--- src/rtl/ncc_pkg.sv ---
// Shared constants, score type and FSM state encoding for the NCC peak tracker.
package ncc_pkg;

   localparam int unsigned NUM_ROWS = 16;
   localparam int unsigned ACC_W    = 8;
   localparam int unsigned SCORE_W  = ACC_W + 4;
   localparam int unsigned PART_W   = ACC_W + 2;

   typedef logic signed [SCORE_W-1:0] score_t;
   typedef logic signed [PART_W-1:0]  part_t;

   typedef enum logic [1:0] {
      StIdle,
      StRun,
      StDrain,
      StDone
   } peak_state_e;

   localparam score_t ScoreMin = {1'b1, {(SCORE_W-1){1'b0}}};

endpackage

--- src/rtl/ncc_row_adder_tree.sv ---
// Two-stage pipelined signed sum of the 16 row accumulators, carrying a valid bit and
// a position tag alongside the data. flush_i kills both stages' valid bits.
module ncc_row_adder_tree
   import ncc_pkg::*;
#(
   parameter int unsigned TagW = 12
) (
   input  logic                      clk_i,
   input  logic                      rst_ni,
   input  logic                      flush_i,
   input  logic                      valid_i,
   input  logic [NUM_ROWS*ACC_W-1:0] data_i,
   input  logic [TagW-1:0]           tag_i,
   output logic                      stage1_valid_o,
   output logic                      valid_o,
   output score_t                    score_o,
   output logic [TagW-1:0]           tag_o
);

   part_t [3:0]     s1_sum_d;
   part_t [3:0]     s1_sum_q;
   logic            s1_valid_q;
   logic [TagW-1:0] s1_tag_q;
   score_t          s2_sum_d;
   score_t          s2_sum_q;
   logic            s2_valid_q;
   logic [TagW-1:0] s2_tag_q;

   always_comb begin
      for (int g = 0; g < 4; g++) begin
         s1_sum_d[g] = '0;
         for (int k = 0; k < 4; k++) begin
            s1_sum_d[g] = s1_sum_d[g] + part_t'($signed(data_i[(4*g+k)*ACC_W +: ACC_W]));
         end
      end
   end

   always_comb begin
      s2_sum_d = score_t'($signed(s1_sum_q[0])) + score_t'($signed(s1_sum_q[1]))
               + score_t'($signed(s1_sum_q[2])) + score_t'($signed(s1_sum_q[3]));
   end

   always_ff @(posedge clk_i or negedge rst_ni) begin
      if (!rst_ni) begin
         s1_valid_q <= 1'b0;
         s1_sum_q   <= '0;
         s1_tag_q   <= '0;
         s2_valid_q <= 1'b0;
         s2_sum_q   <= '0;
         s2_tag_q   <= '0;
      end else begin
         s1_valid_q <= valid_i & ~flush_i;
         s2_valid_q <= s1_valid_q & ~flush_i;
         // Data registers only move with real samples to avoid needless toggling.
         if (valid_i) begin
            s1_sum_q <= s1_sum_d;
            s1_tag_q <= tag_i;
         end
         if (s1_valid_q) begin
            s2_sum_q <= s2_sum_d;
            s2_tag_q <= s1_tag_q;
         end
      end
   end

   assign stage1_valid_o = s1_valid_q;
   assign valid_o        = s2_valid_q;
   assign score_o        = s2_sum_q;
   assign tag_o          = s2_tag_q;

endmodule

--- src/rtl/ncc_peak_tracker.sv ---
// Sums NCC row accumulators per raster position and reports the maximum score and its location.
// Optional NCC_PEAK_THRESH_EN adds a min_score input and a peak_found flag.
module ncc_peak_tracker
   import ncc_pkg::*;
#(
   parameter int unsigned SEARCH_W = 64,
   parameter int unsigned SEARCH_H = 64,
   localparam int unsigned XW = $clog2(SEARCH_W),
   localparam int unsigned YW = $clog2(SEARCH_H)
) (
   input  logic                      clk_i,
   input  logic                      rst_ni,
   input  logic                      start_i,
   input  logic                      acc_valid_i,
   input  logic [NUM_ROWS*ACC_W-1:0] acc_in_i,
`ifdef NCC_PEAK_THRESH_EN
   input  score_t                    min_score_i,
   output logic                      peak_found_o,
`endif
   output logic                      busy_o,
   output logic                      done_o,
   output logic                      peak_valid_o,
   output score_t                    peak_score_o,
   output logic [XW-1:0]             peak_x_o,
   output logic [YW-1:0]             peak_y_o
);

   peak_state_e     state_q, state_d;
   logic [XW-1:0]   x_q, x_d;
   logic [YW-1:0]   y_q, y_d;
   logic            accept;
   logic            last_pos;
   logic            s1_valid;
   logic            tree_valid;
   score_t          tree_score;
   logic [XW+YW-1:0] tree_tag;

   score_t          max_q;
   logic [XW-1:0]   max_x_q;
   logic [YW-1:0]   max_y_q;

   logic            done_q;
   logic            peak_valid_q;
   score_t          peak_score_q;
   logic [XW-1:0]   peak_x_q;
   logic [YW-1:0]   peak_y_q;

   // A start in the same cycle flushes the pipe, so its acc_valid must not enter.
   assign accept   = (state_q == StRun) & acc_valid_i & ~start_i;
   assign last_pos = (x_q == XW'(SEARCH_W - 1)) && (y_q == YW'(SEARCH_H - 1));

   ncc_row_adder_tree #(
      .TagW (XW + YW)
   ) u_tree (
      .clk_i          (clk_i),
      .rst_ni         (rst_ni),
      .flush_i        (start_i),
      .valid_i        (accept),
      .data_i         (acc_in_i),
      .tag_i          ({y_q, x_q}),
      .stage1_valid_o (s1_valid),
      .valid_o        (tree_valid),
      .score_o        (tree_score),
      .tag_o          (tree_tag)
   );

   always_ff @(posedge clk_i or negedge rst_ni) begin
      if (!rst_ni) begin
         state_q <= StIdle;
      end else begin
         state_q <= state_d;
      end
   end

   always_comb begin
      state_d = state_q;
      unique case (state_q)
         StIdle:  if (start_i) state_d = StRun;
         StRun: begin
            if (start_i) begin
               state_d = StRun;
            end else if (accept && last_pos) begin
               state_d = StDrain;
            end
         end
         // Stage 2 is consumed on this edge, so only stage 1 can still hold data.
         StDrain: begin
            if (start_i) begin
               state_d = StRun;
            end else if (!s1_valid) begin
               state_d = StDone;
            end
         end
         StDone:  state_d = start_i ? StRun : StIdle;
         default: state_d = StIdle;
      endcase
   end

   always_comb begin
      busy_o = (state_q != StIdle);
   end

   always_comb begin
      x_d = x_q;
      y_d = y_q;
      if (start_i) begin
         x_d = '0;
         y_d = '0;
      end else if (accept) begin
         if (x_q == XW'(SEARCH_W - 1)) begin
            x_d = '0;
            y_d = y_q + 1'b1;
         end else begin
            x_d = x_q + 1'b1;
         end
      end
   end

   always_ff @(posedge clk_i or negedge rst_ni) begin
      if (!rst_ni) begin
         x_q <= '0;
         y_q <= '0;
      end else begin
         x_q <= x_d;
         y_q <= y_d;
      end
   end

   // Strictly-greater update keeps the earliest raster position on ties.
   always_ff @(posedge clk_i or negedge rst_ni) begin
      if (!rst_ni) begin
         max_q   <= ScoreMin;
         max_x_q <= '0;
         max_y_q <= '0;
      end else if (start_i) begin
         max_q   <= ScoreMin;
         max_x_q <= '0;
         max_y_q <= '0;
      end else if (tree_valid && (tree_score > max_q)) begin
         max_q   <= tree_score;
         max_x_q <= tree_tag[XW-1:0];
         max_y_q <= tree_tag[XW+YW-1:XW];
      end
   end

   always_ff @(posedge clk_i or negedge rst_ni) begin
      if (!rst_ni) begin
         done_q       <= 1'b0;
         peak_valid_q <= 1'b0;
         peak_score_q <= '0;
         peak_x_q     <= '0;
         peak_y_q     <= '0;
      end else begin
         done_q <= 1'b0;
         if (start_i) begin
            peak_valid_q <= 1'b0;
         end else if (state_q == StDone) begin
            done_q       <= 1'b1;
            peak_valid_q <= 1'b1;
            peak_score_q <= max_q;
            peak_x_q     <= max_x_q;
            peak_y_q     <= max_y_q;
         end
      end
   end

`ifdef NCC_PEAK_THRESH_EN
   score_t min_q;
   logic   peak_found_q;

   always_ff @(posedge clk_i or negedge rst_ni) begin
      if (!rst_ni) begin
         min_q        <= '0;
         peak_found_q <= 1'b0;
      end else if (start_i) begin
         min_q        <= min_score_i;
         peak_found_q <= 1'b0;
      end else if (state_q == StDone) begin
         peak_found_q <= (max_q >= min_q);
      end
   end

   assign peak_found_o = peak_found_q;
`endif

   assign done_o       = done_q;
   assign peak_valid_o = peak_valid_q;
   assign peak_score_o = peak_score_q;
   assign peak_x_o     = peak_x_q;
   assign peak_y_o     = peak_y_q;

endmodule

--- config.mk ---
export PLATFORM = sky130hd
export DESIGN_NAME = ncc_peak_tracker
export DESIGN_NICKNAME = d
export VERILOG_FILES = /design/src/rtl/ncc_pkg.sv /design/src/rtl/ncc_row_adder_tree.sv /design/src/rtl/ncc_peak_tracker.sv
export SDC_FILE = /design/constraint.sdc
export NUM_CORES = 1
export LEC_CHECK = 0
export CORE_AREA = 5 5 141 197
export CTS_BUF_LIST = sky130_fd_sc_hd__clkbuf_4
export CTS_CLUSTER_DIAMETER = 60
export DETAILED_ROUTE_END_ITERATION = 6
export DIE_AREA = 0 0 146 202
export PLACE_DENSITY_LB_ADDON = 0.25
export SYNTH_ARGS = -nofsm -noshare
export SYNTH_HDL_FRONTEND = slang
export SYNTH_HIERARCHICAL = 1
export SYNTH_SLANG_ARGS = --single-unit
--- constraint.sdc ---
create_clock -name clk_i -period 6.4 [get_ports clk_i]
set_clock_uncertainty 0.2 [all_clocks]
set_input_delay 1.92 -clock clk_i [delete_from_list [all_inputs] [get_ports clk_i]]
set_output_delay 1.92 -clock clk_i [all_outputs]
set_load 0.02 [all_outputs]
### After elaboration in Yosys (flattened, before gate mapping)

Index checks and enable logic that the tools add are counted.

* word-level logic and storage cells: 86
* input port bits: 132
* bits in registers: 142
* output and inout bits: 27

* bitwise operators: 5
* equality and inequality tests: 8
* add/sub/neg operators: 17
* multiplexer cells: 23
* $lt $le $gt $ge: 1
* reductions and logical operators: 12

Operators with widths (count)
* 6-bit 2-to-1 mux: 10
* 10-bit by 8-bit adder with 10-bit output: 4
* 9-bit by 8-bit adder with 10-bit output: 4
* 8-bit by 8-bit adder with 9-bit output: 4
* 12-bit 2-to-1 mux: 2
* 11-bit by 10-bit adder with 12-bit output: 1
* 12-bit by 10-bit adder with 12-bit output: 1
* 6-bit by 1-bit adder with 6-bit output (second input constant): 2
* 6-bit equality test (second input constant): 2
* 12-bit greater-than comparator: 1
* 10-bit by 10-bit adder with 11-bit output: 1
* 2-bit 2-to-1 mux: 5
* 2-bit nonzero test: 5
* 2-bit one-hot mux with 4 select lines: 1
* 1-bit 2-to-1 mux: 5
* 1-bit AND: 4
* 2-bit equality test (second input constant): 2
* 2-bit AND reduction: 2
* 1-bit logical AND: 3
* 3-bit by 2-bit inequality test with 1-bit output (second input constant): 1
* 3-bit inequality test (second input constant): 1
* 3-bit AND reduction: 1
* 2-bit by 1-bit equality test with 1-bit output (second input constant): 1
* 2-bit zero test: 1
* other kinds (2): 2

### Logic depth before layout (Yosys ltp)

* depth in word-level cells: 7
* depth in mapped cells: 10
* mapped depth without buffers: 10

### Cells and area by module

Netlist, hierarchy kept.

By module, submodules not included
* ncc_row_adder_tree: instances 1, sequential area each 1951.9 µm², area an instance 7272.0 µm², cells an instance 722
* ncc_peak_tracker: instances 1, sequential area each 1602.8 µm², area an instance 3170.5 µm², cells an instance 318

### Least setup slack after synthesis

No wires, ideal clock.

* path kind: input to register
* start: in acc_in_i[33]
* end: reg u_tree/s1_sum_q[19] in the netlist's numbering
* data required time: 6.052 ns
* setup slack: 1.642 ns
* data arrival time: 4.410 ns
* cell stages on the path: 10
* buffers on the path: 0
* setup time: 0.148 ns
* cells stage by stage: inv_1 > fa_1 > inv_1 > fa_1 > ha_1 > fa_1 > a21oi_1 > o2111ai_1 > o311ai_0 > o221ai_1

* longest elaborated chain between the ends: 3

RTL lines
* start: declaration: RTL line ncc_peak_tracker.sv:15 `input logic [NUM_ROWS*ACC_W-1:0] acc_in_i,`
* 8-bit by 8-bit adder with 9-bit output: RTL line ncc_row_adder_tree.sv:33 `s1_sum_d[g] = s1_sum_d[g] + part_t'($signed(data_i[(4*g+k)*ACC_W +: ACC_W]));`
* 9-bit by 8-bit adder with 10-bit output: RTL line ncc_row_adder_tree.sv:33
* 10-bit by 8-bit adder with 10-bit output: RTL line ncc_row_adder_tree.sv:33
* end signal: assignment: RTL line ncc_row_adder_tree.sv:56 `s1_sum_q <= s1_sum_d;`
* end: declaration: RTL line ncc_row_adder_tree.sv:21 `part_t [3:0] s1_sum_q;`

No other way between the ends.
A chain may end at the register's enable or synchronous reset.

### Worst setup path after layout

Same ends and word-level chain as after synthesis.

==> flow_results.org <==
** Die
- Row count :: 70
- Die span in x :: 146 um
- Height of the chip :: 202 um
- Effective utilization at floorplan :: 0.4042
- Area of the core :: 25840 sq um
- Total Die Area :: 29490 sq um
- 159 I/O pins were placed.

** Power and ir drop
- For this design the total switching power over the nets is 2.099 mW.
- The analysis attributes to cell leakage a power of 6.017 nW.
- Part of the power in registers :: 0.249
- The share of total power dissipated in the clock network is 0.123.
- Share of total power in combinational logic :: 0.628
- Internal power consumption :: 2.637 mW
- Power Dens Cells :: 375.0 nW/um^2
- VDD sags by at most 0.0003243 V.
- Fraction of power spent switching nets :: 0.4432

** Global routing
- Via count of the first global-routing pass :: 7571
- Pin count of the biggest net entering global routing :: 73
- Global-route wire length before repair :: 35450 um
- Number of antenna violations at the first check in global routing :: 1
- Overall global routing resource usage :: 0.1440
- Global routing finished with a remaining overflow of 0.

** Timing
- Max-slew violation count :: 0
- Hold is met by 0.2725 ns.
- In the finished design, the share of the clock period the worst path needs comes to 0.7627.
- Worst slew margin relative to its limit :: 0.2933
- Fin worst setup slack :: 1.519 ns
- For this run, the top clock speed supported by timing is 0.2049 GHz.
- # setup viols final :: 0
- Setup TNS :: 0 ns
- RSZ-0062 raised after global routing :: false
- Worst Tran Pin Value :: 1.058 ns
- Hold violation count in the final report :: 0
- The clock period could shrink to 4.881 ns.

** Logic synthesis
- FF+latch count, synth :: 142
- Of the synthesized area, sequential elements account for 0.3404.
- Post-synthesis instance total :: 1040
- Counting flops with a built-in enable in the synthesized netlist gives 0.
- Number of warnings issued by yosys :: 6
- Ranked by instance count, the synthesized netlist is headed by sky130_fd_sc_hd__inv_1, sky130_fd_sc_hd__dfrtp_1, sky130_fd_sc_hd__fa_1, sky130_fd_sc_hd__nand2_1, sky130_fd_sc_hd__ha_1.
- Ranked by total cell area, the synthesized netlist is headed by sky130_fd_sc_hd__dfrtp_1, sky130_fd_sc_hd__fa_1, sky130_fd_sc_hd__inv_1.
- Among all cell types in the netlist, the one instantiated most often is sky130_fd_sc_hd__inv_1.
- Each instance of the synthesized netlist takes up on average 10.04 sq um.
- Proportion of synthesized flip-flops having asynchronous set or reset :: 1.000
- After synthesis the cells add up to 10440 sq um.
- Total nets after synthesis :: 1322
- Top cell type's share of synthesized area :: 0.3379
- Yosys mapped the design onto 60 distinct sky130hd cell types.
- Ys flop type :: sky130_fd_sc_hd__dfrtp_1
- The largest total area in the synthesized netlist belongs to sky130_fd_sc_hd__dfrtp_1.

** Critical path
- On the worst path, the slowest cell contributes a delay of 0.55 ns.
- Setup CP Type :: in -> reg
- CP max-delay cell :: sky130_fd_sc_hd__fa_1
- STA puts the critical path data required time at 6.59 ns.
- The worst setup path is launched from an input port.
- In this run the worst path has a maximum fanout of 3.
- Broken down by cell family, the worst path's largest delay share belongs to adder cells.
- Critical Path, Cell by Cell :: clkdlybuf4s50_1 -> inv_1 -> fa_1 -> inv_1 -> fa_1 -> ha_1 -> fa_1 -> a21oi_1 -> o2111ai_1 -> o311ai_0 -> o221ai_1
- Worst EP arrival :: 5.07 ns
- Crit-path most repeated cell :: sky130_fd_sc_hd__fa_1
- STA classifies the critical path endpoint as a flip-flop.
- Counting both buffers and inverters, the worst setup path holds a total of 3.
- In this run the register-to-register setup slack is 3.18 ns.

** Placed design
- The wire-length estimate of the detail-placed layout is 16470 um.
- Routability-driven placement finished with a final weighted congestion of 0.8074.
- # port buffers :: 158
- Pre-CTS WS :: 0.9214 ns

** Clock tree
- Clock latency on the worst-skew pair :: 0.53 ns
- In this run, post-CTS hold repair placed 0 buffers.
- The cell sitting at the root of the clock tree is a sky130_fd_sc_hd__clkbuf_4.
- Once the clock tree was built, the setup fixing pass inserted 0 buffers.
- The H-tree was split into 4 levels.
- Clock tree from TritonCTS :: done
- Post-CTS repair changed the size of 0 cells.
- The longest clock path from root to sink contains 2 buffers.
- Counting the buffers created by CTS gives 17.
- Sinks on the clock net :: 142
- Clock transition at path regs :: 0.14 ns

** Drt
- For this block, the via count after detailed routing is 7318.
- Summed over all layers, the routed wires come to 20390 um.
- In the routed design, unresolved DRC markers number 0.
- Detail Route Antenna Nets :: 0
- The detailed router finished its first iteration with 312 violations.
- Via-per-instance ratio :: 4.774
- The first TritonRoute pass finished after 4 iterations.
- Detail-routed net length per standard cell :: 13.30 um

** Finish
- The area growth from synthesis to layout is 20.94%.
- Share of final-layout standard cells stronger than drive strength 1 :: 0.07864
- Fill cell instance count of the final layout :: 2434
- The final layout contains 1477 nets.
- At the end of the flow the core is filled with cells to 0.4888.

** Run status
- The flow ran to the end, and the final reports show no timing, DRC or antenna violations.

** Flow run
- # Max-Cap Violations :: 0

** Worst hold path
- In this run the worst hold path is classified as reg -> reg.
registers in the layout (all words and copies together) (netlist names), 2 cells and up:
signal and flops:
u_tree/score_o 12, u_tree/s1_tag_q 12, u_tree/s1_sum_q 40, u_tree/tag_o 12, peak_y_o 6, max_y_q 6
y_q 6, max_q 12, state_q 2, x_q 6, peak_score_o 12, peak_x_o 6
max_x_q 6
stage by stage:
| step | total power [mW] | instance area, sq um | instances |
|---|---|---|---|
| 6_report | 4.736 | 12630 | 1533 |
| 5_1_grt | 5.293 | 12630 | 1533 |
| 4_1_cts | 4.809 | 12630 | 1532 |
| 3_5_place_dp | 4.203 | 12340 | 1500 |
| 3_3_place_gp | 4.141 | 12340 | 1500 |
| 2_1_floorplan | 3.500 | 10440 | 1040 |
routing by layer:
layer  vias to the layer above  GRT usage  part of all wire  wire length, um
li1                       3669          -                 -                -
met1                      3506     0.1697              0.41             8349
met2                       120     0.2703              0.54            11100
met3                        23    0.02467             0.033              670
met4                         0    0.03699             0.013              269
met5                         -          0                 0                0
layout make-up:
cell class	count	area [sq um]	share of cell area
Tap cell	324	405.4	0.03210
Clock inverter	13	141.4	0.01119
Inverter	232	870.8	0.06895
Sequential cell	142	3555	0.2815
Clock buffer	19	142.6	0.01129
Multi-Input combinational cell	638	5889	0.4663
Timing Repair Buffer	164	1623	0.1285
Antenna cell	1	2.502	0.0001981
power by group through the flow:
stage                     Sequential, mW  Clock, mW  Combinational (mW)
after detailed placement            1.20          0                3.00
after floorplan                     1.16          0                2.34
after CTS                           1.19      0.610                3.01
after global routing                1.20      0.647                3.44
final                               1.18      0.582                2.97
after global placement              1.20          0                2.94
worst paths after layout:
path | from | endpoint | depth (start not counted)
max | acc_in_i[33] | u_tree/s1_sum_q[19] | 11
max reg2reg | u_tree/s1_sum_q[1] | u_tree/score_o[7] | 8
min in group asynchronous | rst_ni | peak_y_o[0] | 1
max in group asynchronous | rst_ni | u_tree/s1_sum_q[0] | 2
min | max_y_q[0] | peak_y_o[0] | 2
min reg2reg | max_y_q[0] | peak_y_o[0] | 2
worst reg2reg max path, stage by stage, from the launching register on:
cell and delay [ns]:
sky130_fd_sc_hd__dfrtp_1 0.43, sky130_fd_sc_hd__fa_1 0.57, sky130_fd_sc_hd__fa_1 0.42, sky130_fd_sc_hd__ha_1 0.25, sky130_fd_sc_hd__fa_1 0.42, sky130_fd_sc_hd__a21o_1 0.21, sky130_fd_sc_hd__o2bb2ai_1 0.20, sky130_fd_sc_hd__o21a_1 0.20
sky130_fd_sc_hd__o31ai_1 0.23
cells by family after synthesis:
| logic type | synth area share |
|---|---|
| mux | 0.07644 |
| fa+ha+maj | 0.2437 |
| flops | 0.3404 |
| buf+inv | 0.09633 |
| simple gates | 0.1272 |
| compound gates | 0.08735 |
| xor+xnor | 0.02852 |
cells in the final DEF (no fill, tap or decap), drive strengths merged, types with 4 or more instances in the layout:
cell type / netlist / layout
a311oi: 4 / 4
nand2b: 53 / 53
xnor2: 22 / 22
clkdlybuf4s50: 0 / 156
nor2: 31 / 31
o21bai: 4 / 4
clkbuf: 13 / 19
fa: 89 / 89
a21oi: 36 / 36
nand3: 16 / 16
nand4b: 4 / 4
inv: 232 / 234
o311ai: 4 / 4
nor3b: 4 / 4
a211oi: 7 / 7
o221ai: 5 / 5
buf: 15 / 8
a311o: 4 / 4
nor3: 16 / 16
and2: 5 / 5
a21o: 7 / 7
mux2i: 37 / 37
o21ai: 30 / 30
clkinv: 0 / 4
clkinvlp: 0 / 5
ha: 61 / 61
nand2: 78 / 78
and3: 4 / 4
o211ai: 4 / 4
or3: 9 / 9
xor2: 12 / 12
nand3b: 18 / 18
mux2: 38 / 38
o2111ai: 10 / 10
dfrtp: 141 / 141
No activity file was read; power rests on OpenSTA's default activity.
